## src/rtl/alu_pkg.sv

```systemverilog
// Shared opcode, flag-index and FSM-state definitions for the sequenced ALU.
package alu_pkg;

  localparam logic [3:0] OP_ADD   = 4'd0;
  localparam logic [3:0] OP_SUB   = 4'd1;
  localparam logic [3:0] OP_AND   = 4'd2;
  localparam logic [3:0] OP_OR    = 4'd3;
  localparam logic [3:0] OP_XOR   = 4'd4;
  localparam logic [3:0] OP_NOR   = 4'd5;
  localparam logic [3:0] OP_SLL   = 4'd6;
  localparam logic [3:0] OP_SRL   = 4'd7;
  localparam logic [3:0] OP_SRA   = 4'd8;
  localparam logic [3:0] OP_SLT   = 4'd9;
  localparam logic [3:0] OP_SLTU  = 4'd10;
  localparam logic [3:0] OP_PASSB = 4'd11;
  localparam logic [3:0] OP_MUL   = 4'd12;
  localparam logic [3:0] OP_MULHU = 4'd13;

  localparam int FLG_Z = 0;
  localparam int FLG_N = 1;
  localparam int FLG_C = 2;
  localparam int FLG_V = 3;

  typedef enum logic [1:0] {
    ST_IDLE = 2'd0,
    ST_MUL  = 2'd1,
    ST_DONE = 2'd2
  } state_t;

endpackage

```

## src/rtl/alu_mul_iter.sv

```systemverilog
// Iterative shift-add unsigned multiplier: one partial-product step per cycle, WIDTH steps.
module alu_mul_iter #(
  parameter int WIDTH = 32
) (
  input  logic                 clk,
  input  logic                 rst,
  input  logic                 start,
  input  logic [WIDTH-1:0]     a,
  input  logic [WIDTH-1:0]     b,
  output logic                 done,
  output logic [2*WIDTH-1:0]   product
);

  localparam int CNT_W = $clog2(WIDTH) + 1;

  logic [CNT_W-1:0]   cnt_reg;
  logic [WIDTH-1:0]   mcand_reg;
  logic [2*WIDTH-1:0] acc_reg;
  logic [2*WIDTH-1:0] acc_next;
  logic [WIDTH:0]     sum;

  // Upper half accumulates the multiplicand; lower half starts as the multiplier and shifts out.
  always_comb begin
    sum      = {1'b0, acc_reg[2*WIDTH-1:WIDTH]} + (acc_reg[0] ? {1'b0, mcand_reg} : '0);
    acc_next = {sum, acc_reg[WIDTH-1:1]};
  end

  // done marks the cycle of the final step; product is that step's result, ready to be registered.
  assign done    = (cnt_reg == CNT_W'(1));
  assign product = acc_next;

  always_ff @(posedge clk) begin
    if (rst) begin
      cnt_reg   <= '0;
      mcand_reg <= '0;
      acc_reg   <= '0;
    end else if (start) begin
      cnt_reg   <= CNT_W'(WIDTH);
      mcand_reg <= a;
      acc_reg   <= {{WIDTH{1'b0}}, b};
    end else if (cnt_reg != '0) begin
      acc_reg <= acc_next;
      cnt_reg <= cnt_reg - CNT_W'(1);
    end
  end

endmodule

```

## src/rtl/alu_seq.sv

```systemverilog
// Handshaked ALU: single-cycle logic/arith ops plus optional iterative MUL/MULHU, registered result and flags.
module alu_seq
  import alu_pkg::*;
#(
  parameter int WIDTH  = 32,
  parameter int MUL_EN = 1
) (
  input  logic             clk,
  input  logic             rst,
  input  logic             in_valid,
  output logic             in_ready,
  input  logic [WIDTH-1:0] a,
  input  logic [WIDTH-1:0] b,
  input  logic [3:0]       sel,
  output logic             out_valid,
  input  logic             out_ready,
  output logic [WIDTH-1:0] out,
  output logic [3:0]       flags
);

  localparam int SHAMT_W = $clog2(WIDTH);

  state_t             state_reg;
  logic               out_valid_reg;
  logic [WIDTH-1:0]   out_reg;
  logic [3:0]         flags_reg;
  logic [3:0]         sel_reg;

  logic               accept;
  logic               is_mul_op;
  logic [SHAMT_W-1:0] shamt;
  logic [WIDTH:0]     add_w;
  logic [WIDTH:0]     sub_w;
  logic [WIDTH-1:0]   alu_res;
  logic [3:0]         alu_flg;

  logic               mul_start;
  logic               mul_done;
  logic [2*WIDTH-1:0] mul_product;
  logic [WIDTH-1:0]   mul_res;
  logic [3:0]         mul_flg;

  // in_ready depends combinationally on out_ready so a DONE result can be drained and replaced in one cycle.
  assign in_ready  = (state_reg == ST_IDLE) || ((state_reg == ST_DONE) && out_ready);
  assign accept    = in_valid && in_ready;
  assign is_mul_op = (MUL_EN != 0) && ((sel == OP_MUL) || (sel == OP_MULHU));
  assign mul_start = accept && is_mul_op;
  assign shamt     = b[SHAMT_W-1:0];

  always_comb begin
    add_w   = {1'b0, a} + {1'b0, b};
    sub_w   = {1'b0, a} - {1'b0, b};
    alu_res = '0;
    alu_flg = '0;
    case (sel)
      OP_ADD: begin
        alu_res        = add_w[WIDTH-1:0];
        alu_flg[FLG_C] = add_w[WIDTH];
        alu_flg[FLG_V] = (a[WIDTH-1] == b[WIDTH-1]) && (alu_res[WIDTH-1] != a[WIDTH-1]);
      end
      OP_SUB: begin
        alu_res        = sub_w[WIDTH-1:0];
        alu_flg[FLG_C] = ~sub_w[WIDTH];
        alu_flg[FLG_V] = (a[WIDTH-1] != b[WIDTH-1]) && (alu_res[WIDTH-1] != a[WIDTH-1]);
      end
      OP_AND:   alu_res = a & b;
      OP_OR:    alu_res = a | b;
      OP_XOR:   alu_res = a ^ b;
      OP_NOR:   alu_res = ~(a | b);
      OP_SLL:   alu_res = a << shamt;
      OP_SRL:   alu_res = a >> shamt;
      OP_SRA:   alu_res = WIDTH'($signed(a) >>> shamt);
      OP_SLT:   alu_res = {{(WIDTH-1){1'b0}}, ($signed(a) < $signed(b))};
      OP_SLTU:  alu_res = {{(WIDTH-1){1'b0}}, (a < b)};
      OP_PASSB: alu_res = b;
      default:  alu_res = '0;
    endcase
    alu_flg[FLG_Z] = (alu_res == '0);
    alu_flg[FLG_N] = alu_res[WIDTH-1];
  end

  generate
    if (MUL_EN != 0) begin : g_mul
      alu_mul_iter #(.WIDTH(WIDTH)) u_mul (
        .clk     (clk),
        .rst     (rst),
        .start   (mul_start),
        .a       (a),
        .b       (b),
        .done    (mul_done),
        .product (mul_product)
      );
    end else begin : g_no_mul
      assign mul_done    = 1'b0;
      assign mul_product = '0;
    end
  endgenerate

  always_comb begin
    mul_res        = (sel_reg == OP_MULHU) ? mul_product[2*WIDTH-1:WIDTH] : mul_product[WIDTH-1:0];
    mul_flg        = '0;
    mul_flg[FLG_Z] = (mul_res == '0);
    mul_flg[FLG_N] = mul_res[WIDTH-1];
  end

  always_ff @(posedge clk) begin
    if (rst) begin
      state_reg     <= ST_IDLE;
      out_valid_reg <= 1'b0;
      out_reg       <= '0;
      flags_reg     <= '0;
      sel_reg       <= OP_ADD;
    end else if (accept) begin
      sel_reg <= sel;
      if (is_mul_op) begin
        state_reg     <= ST_MUL;
        out_valid_reg <= 1'b0;
      end else begin
        state_reg     <= ST_DONE;
        out_valid_reg <= 1'b1;
        out_reg       <= alu_res;
        flags_reg     <= alu_flg;
      end
    end else begin
      case (state_reg)
        ST_MUL: begin
          if (mul_done) begin
            state_reg     <= ST_DONE;
            out_valid_reg <= 1'b1;
            out_reg       <= mul_res;
            flags_reg     <= mul_flg;
          end
        end
        ST_DONE: begin
          if (out_ready) begin
            state_reg     <= ST_IDLE;
            out_valid_reg <= 1'b0;
          end
        end
        ST_IDLE: ;
        default: begin
          state_reg     <= ST_IDLE;
          out_valid_reg <= 1'b0;
        end
      endcase
    end
  end

  assign out_valid = out_valid_reg;
  assign out       = out_reg;
  assign flags     = flags_reg;

endmodule

```

## config.mk

```make
export PLATFORM = sky130hd
export DESIGN_NAME = alu_seq
export DESIGN_NICKNAME = d
export VERILOG_FILES = /design/src/rtl/alu_pkg.sv /design/src/rtl/alu_mul_iter.sv /design/src/rtl/alu_seq.sv
export SDC_FILE = /design/constraint.sdc
export NUM_CORES = 1
export LEC_CHECK = 0
export CORE_AREA = 4 4 263 240
export CTS_BUF_LIST = sky130_fd_sc_hd__clkbuf_8 sky130_fd_sc_hd__clkbuf_16
export CTS_CLUSTER_SIZE = 25
export DETAILED_ROUTE_END_ITERATION = 16
export DIE_AREA = 0 0 267 244
export SETUP_SLACK_MARGIN = 0.5
export SLEW_MARGIN = 25
export SYNTH_ARGS = -nofsm -noshare
export SYNTH_HDL_FRONTEND = slang
export SYNTH_HIERARCHICAL = 1
export SYNTH_SLANG_ARGS = --single-unit
```

## constraint.sdc

```tcl
create_clock -name clk -period 8.7 [get_ports clk]
set_input_delay 2.61 -clock clk [delete_from_list [all_inputs] [get_ports clk]]
set_output_delay 2.61 -clock clk [all_outputs]
set_load 0.02 [all_outputs]
```

==> results of run 1 <==
-- kinds of logic (layout without fill, tap and decap cells) --
family,Yosys count,count (layout)
multiplexers,207,207
adder cells (fa/ha/maj),144,144
AND/OR/NAND/NOR,939,939
buffers and inverters,366,369
XOR/XNOR,41,41
AO/OA/AOI/OAI,859,859
flip-flops,143,143
-- metrics by stage --
step	hold slack [ps]	util, %	instance area, um2	cells
2_1_floorplan	431	-	19200	2699
6_report	449	35.7	21600	3494
5_1_grt	475	35.7	21600	3494
4_1_cts	452	35.7	21600	3494
3_5_place_dp	445	34.7	21000	3462
3_3_place_gp	439	34.7	21000	3461
-- cells in the final DEF, fill, tap and decap left out, types with 30 or more instances in the layout --
cell               n
a21oi_1          295
nor3_1            60
nand3_1           49
ha_1             141
inv_1            113
o211ai_1          60
nand2_1          346
nand4_1           30
a21o_1            43
buf_4            114
a211oi_1          45
nor2_1           255
and2_1            45
o21ai_0           93
clkdlybuf4s50_1  103
mux2i_1          140
mux2_2            36
dfxtp_1          143
-- layout make-up --
type | instances | area, um2 | share of cell area (%)
clock buffers | 18 | 439 | 2.03
multi-input cells | 2190 | 14800 | 68.4
well taps | 792 | 991 | 4.59
flip-flops and latches | 143 | 2860 | 13.3
clock inverters | 14 | 168 | 0.776
inverters | 113 | 424 | 1.96
repair buffers | 224 | 1950 | 9.04
-- per-layer routing --
metal	routed length, um	vias to the layer above	track usage [%]
li1	-	9834	-
met1	39100	10300	37.7
met2	40400	1353	42.2
met3	9310	280	5.14
met4	5660	0	13.9
met5	0	-	0
-- worst max-delay path by stage --
| stage | endpoint | cells past startpoint | startpoint | slack, ps |
|---|---|---|---|---|
| 3_5_place_dp | flags[0] | 14 | b[13] | 710 |
| 6_report | flags[0] | 14 | b[13] | 910 |
| 4_1_cts | flags[0] | 14 | b[13] | 1140 |
| 3_3_place_gp | flags[0] | 14 | b[13] | 710 |
| 2_1_floorplan | flags[0] | 18 | b[1] | 1050 |
| 5_1_grt | flags[0] | 14 | b[15] | 700 |
-- power groups by stage --
stage | clock (mW) | sequential, mW | combinational (mW)
final | 0.777 | 0.744 | 1.41
after floorplan | 0 | 0.765 | 0.870
after detailed placement | 0 | 0.758 | 1.36
after CTS | 0.786 | 0.744 | 1.37
after global routing | 0.817 | 0.751 | 1.50
after global placement | 0 | 0.758 | 1.37
-- worst min-delay path: stages (launching register included) --
cell and delay [ps]:
dfxtp_1 310, nand2_1 50, a21oi_1 50
-- Yosys cell counts, types with 16 or more instances --
cell type  instances
buf_4             37
or3_1             17
buf_1             30
o21bai_1          19
nor3_1            63
nor4_1            21
nand2_1          348
o211ai_1          60
ha_1             141
dfxtp_1          143
nand3_1           49
nor2b_1           19
a31oi_1           27
a21oi_1          296
inv_1            111
a221oi_1          17
a21o_1            43
nand4_1           30
a211oi_1          45
mux2i_1          140
o21ai_0           93
o22ai_1           29
xnor2_1           25
o31ai_1           17
clkbuf_1         164
mux4_2            29
and2_1            46
a22oi_1           27
xor2_1            16
mux2_2            36
nand2b_1          23
o221ai_1          17
nor2_1           256
==> results.toml, run 1 <==
[run_status]
status = "complete, no violations"

[placed_design]
routabilityCongestion = 1.07
place_hpwl_um = 73900
port_buffers = 109
dp_slack_ps = 705

[clocking]
cts.sinks = 143
cts_tree = "built"
cts-root-buf = "clkbuf_16"
cts.clk_slew.worst_paths_ps = 70
cts_setup_buffers = 0
cts_made_buffers = 17
cts-htree-levels = 4
clockBufferDepth = 2
cts_hold_buffers = 0
ctsResizeCount = 0
insertion_delay_ps = 450

[routing]
first_iter_violations = 2992
dr.pass1.iters = 6
via_count = 21800
drc = 0
ant_nets = 0
avgViaCountPerCell = 6.23
wl_per_cell_um = 27.0
wirelength_um = 94500

[power_and_ir_drop]
combPwrFrac_pct = 48.1
p_int_mw = 1.61
p_clk_share_pct = 26.5
swShare_pct = 45.2
ir_drop_uv = 336
p_per_area_mw_per_mm2 = 136
p_seq_share_pct = 25.4
p_sw_mw = 1.33
totalPowerFinal_mw = 2.93
power.leakage_nw = 8.91

[layout]
syn_to_final_growth_pct = 12.8
drive_gt1_share_pct = 9.33
largest_reg_flops = 64
nets = 2905
fill_cells = 6556
antenna_cells = 0

[logic_synthesis]
synth_seq_area_share_pct = 14.9
synthArstFlopShare_pct = 0
synthCells = 2699
yosys.area_share.simple_pct = 22.6
synth_cell_type_count = 97
yosys_warnings = 6
synth_fa_ha_area_share_pct = 9.53
synthTopCellsByArea = "dfxtp_1 (15%), ha_1 (9.2%), a21oi_1 (7.7%)"
synth_top_family_by_area = "compound AO/OA/AOI/OAI gates"
syn-cell-area_mm2 = 0.0192
synth_compound_area_share_pct = 29.8
syn_nets = 2915
synth_area_leader_cell = "dfxtp_1"
synth-edff-count = 0
synthMuxAreaShare_pct = 13.0
synthXorXnorAreaFrac_pct = 1.88
ys_ff_latch = 143
syn-mean-instance-area_um2 = 7.10
synth_top_area_share_pct = 14.9
synth_top_flop_cell = "dfxtp_1"

[setup_path]
slowest_stage = "clkdlybuf4s50_1"
crit_family = "simple AND/OR/NAND/NOR gates"
rr_startpoint = "g_mul.u_mul/acc_reg[0]"
worstReg2RegEnd = "flags[0]"
worstPathCellList = "clkdlybuf4s50_1 > inv_1 > ha_1 > or4_1 > or4_1 > o21ai_0 > o21ai_0 > a21oi_1 > a31oi_1 > nor3_1 > o211ai_1 > or4_1 > or4b_1 > a311oi_2"
crit_buf_inv = 2
reg2reg_setup_slack_ps = 4110
worstPathRequired_ps = 9050
crit_top_cell = "or4_1"
critPathArrivalTime_ps = 8150
path_class = "primary input to flop"
critPathMaxStageDelay_ps = 650
start_kind = "primary input"
rr_worst_depth = 17
crit_fanout = 12
endpoint_kind = "flop"

[floorplanning]
die-area_mm2 = 0.0651
start_util_pct = 31.7
ios = 110
die_x_um = 267
core_area_mm2 = 0.0605
die_h_um = 244
row_count = 86

[timing]
setup_ws_ps = 905
slew_headroom_pct = 34.5
rsz0062_at_grt = "false"
period_share_pct = 89.6
report.final.hold_viol_count = 0
finClkSkew_ps = 15.8
fin_crit_ps = 7790
tightestPinTransition_ps = 982
final_max_slew_viol_count = 0
finalSetupViolCount = 0
tns_ps = 0
fmax_mhz = 128

[global_route]
grt_pass1_wl_um = 138000
track_usage_pct = 27.8
antenna_found_initial = 0
grt_max_degree = 71
grt-ovfl-total = 0
grt_pass1_vias = 20300

[flow_run]
max_cap_viol_count = 0

[hold_path]
hold_start = "out[11]"
min_to = "out[11]"
hold_depth = 2
hold_class = "flop to flop"
No activity file was read; power rests on OpenSTA's default activity.
==> inputs of run 2 (changes only) <==
==> constraint.sdc (replaced) <==
create_clock -name clk -period 7.7 [get_ports clk]
set_input_delay 2.31 -clock clk [delete_from_list [all_inputs] [get_ports clk]]
set_output_delay 2.31 -clock clk [all_outputs]
set_load 0.02 [all_outputs]
==> results.toml, run 2 (same netlist as run 1, synthesis figures left out) <==
[routing]
topRoutingLayerUsed = "met4"
via_count = 22100
wl_met3_um = 9660
ant_nets = 0
wirelength_um = 95500
first_iter_violations = 2686
drc = 0
met1_length_um = 39400
wl_per_cell_um = 27.0
avgViaCountPerCell = 6.26
wl_met2_um = 40500
dr.pass1.iters = 8

[setup_path]
crit_family = "compound AO/OA/AOI/OAI gates"
slowest_stage = "clkdlybuf4s50_1"
path_class = "primary input to flop"
worstPathRequired_ps = 8050
critPathMaxStageDelay_ps = 740
start_kind = "primary input"
endpoint_kind = "flop"
critPathArrivalTime_ps = 7400
crit_buf_inv = 3
worstPathCellList = "clkdlybuf4s50_1 > inv_1 > ha_1 > inv_1 > fa_1 > nand2b_1 > a221o_1 > a211oi_1 > a211o_1 > a31o_2 > a41oi_1 > a221o_1 > a211oi_1 > nand4bb_1 > or4_1 > or4b_1 > a311oi_2"
crit_fanout = 7

[global_route]
grt_pass1_wl_um = 138000
grt_pass1_vias = 20300
grt-ovfl-total = 0
grt_max_degree = 75
track_usage_pct = 28.0
antenna_found_initial = 1

[placed_design]
port_buffers = 109
dp_cells = 3498
postPlaceCellArea_mm2 = 0.0213
routabilityCongestion = 1.06
dp_slack_ps = 333
place_hpwl_um = 75000

[clocking]
cts_made_buffers = 17
clockBufferDepth = 2
insertion_delay_ps = 440
ctsResizeCount = 0
cts-htree-levels = 4
cts_tree = "built"
cts-root-buf = "clkbuf_16"
cts_hold_buffers = 0
cts.sinks = 143
cts_setup_buffers = 0
cts.clk_slew.worst_paths_ps = 60

[timing]
slew_headroom_pct = 34.5
finClkSkew_ps = 13.3
fin_crit_ps = 7060
rsz0062_at_grt = "false"
finalSetupViolCount = 0
fmax_mhz = 142
setup_ws_ps = 645
tightestPinTransition_ps = 958
hold_slack_ps = 447
report.final.hold_viol_count = 0
tns_ps = 0
final_max_slew_viol_count = 0
period_share_pct = 91.6

[layout]
final_cells = 3532
fill_cells = 6491
layout_commonest_cell = "nand2_1"
final_cell_mix = "nand2_1 (346), a21oi_1 (295), nor2_1 (254)"
nets = 2941
final_util_pct = 36.2
syn_to_final_growth_pct = 14.2
drive_gt1_share_pct = 10.5
stdcell_area_mm2 = 0.0219
largest_reg_flops = 64

[floorplanning]
row_count = 86
die-area_mm2 = 0.0651
start_util_pct = 31.7
die_h_um = 244
die_x_um = 267
core_area_mm2 = 0.0605
ios = 110

[flow_run]
max_cap_viol_count = 0

[hold_path]
hold_class = "flop to flop"

[power_and_ir_drop]
power.leakage_nw = 9.07
ir_drop_uv = 361
p_per_area_mw_per_mm2 = 152
totalPowerFinal_mw = 3.31

[run_status]
status = "complete, no violations"
run 2: cell types whose count changed in the layout (fill, tap and decap cells not counted), sizes merged:
| cell | before | now |
|---|---|---|
| buf | 121 | 157 |
| diode | 0 | 2 |
| bufinv | 3 | 2 |
| clkinv | 5 | 4 |
| clkinvlp | 4 | 5 |
| inv | 115 | 116 |
run 2: worst reg2reg max path: stages, from the launching register on:
cell and delay (ps):
dfxtp_2 740, and2_1 240, ha_1 320, a21oi_1 320
nor2_1 100, a211oi_1 430, o21ai_0 130, a21oi_1 380
nor3_1 180, a21oi_1 280, nand2_1 110, xor2_1 170
mux2i_1 210, nand4_1 170, nor4_1 380, nand3_1 190
a311oi_2 300
run 2: power by group:
| part | internal [mW] | leakage (nW) | switching [mW] |
|---|---|---|---|
| Clock | 0.485 | 0.279 | 0.361 |
| Combinational | 0.514 | 7.63 | 1.11 |
| Sequential | 0.800 | 1.16 | 0.0438 |
| Total | 1.80 | 9.07 | 1.51 |
run 2: per-layer routing:
layer	vias up	GRT usage, %
met2	1379	42.1
li1	9922	-
met1	10500	37.8
met3	302	5.80
met4	0	14.2
met5	-	0
run 2: final cells by class:
cell class	instances	area (um2)	share of cell area (%)
multi-input combinational	2190	14800	67.5
inverter	113	424	1.94
clock buffer	18	439	2.01
antenna	2	5.00	0.0229
clock inverter	14	144	0.658
timing repair buffer	260	2240	10.2
tap	792	991	4.53
sequential	143	2860	13.1
run 2: path summary, 6_finish.rpt:
kind / slack (ps) / start / end / cells past startpoint
worst max register to register: 2970 / g_mul.u_mul/acc_reg[0] / flags[0] / 16
worst min register to register: 450 / out[12] / out[12] / 2
worst min-delay path: 450 / out[12] / out[12] / 2
worst max-delay path: 640 / a[0] / flags[0] / 17
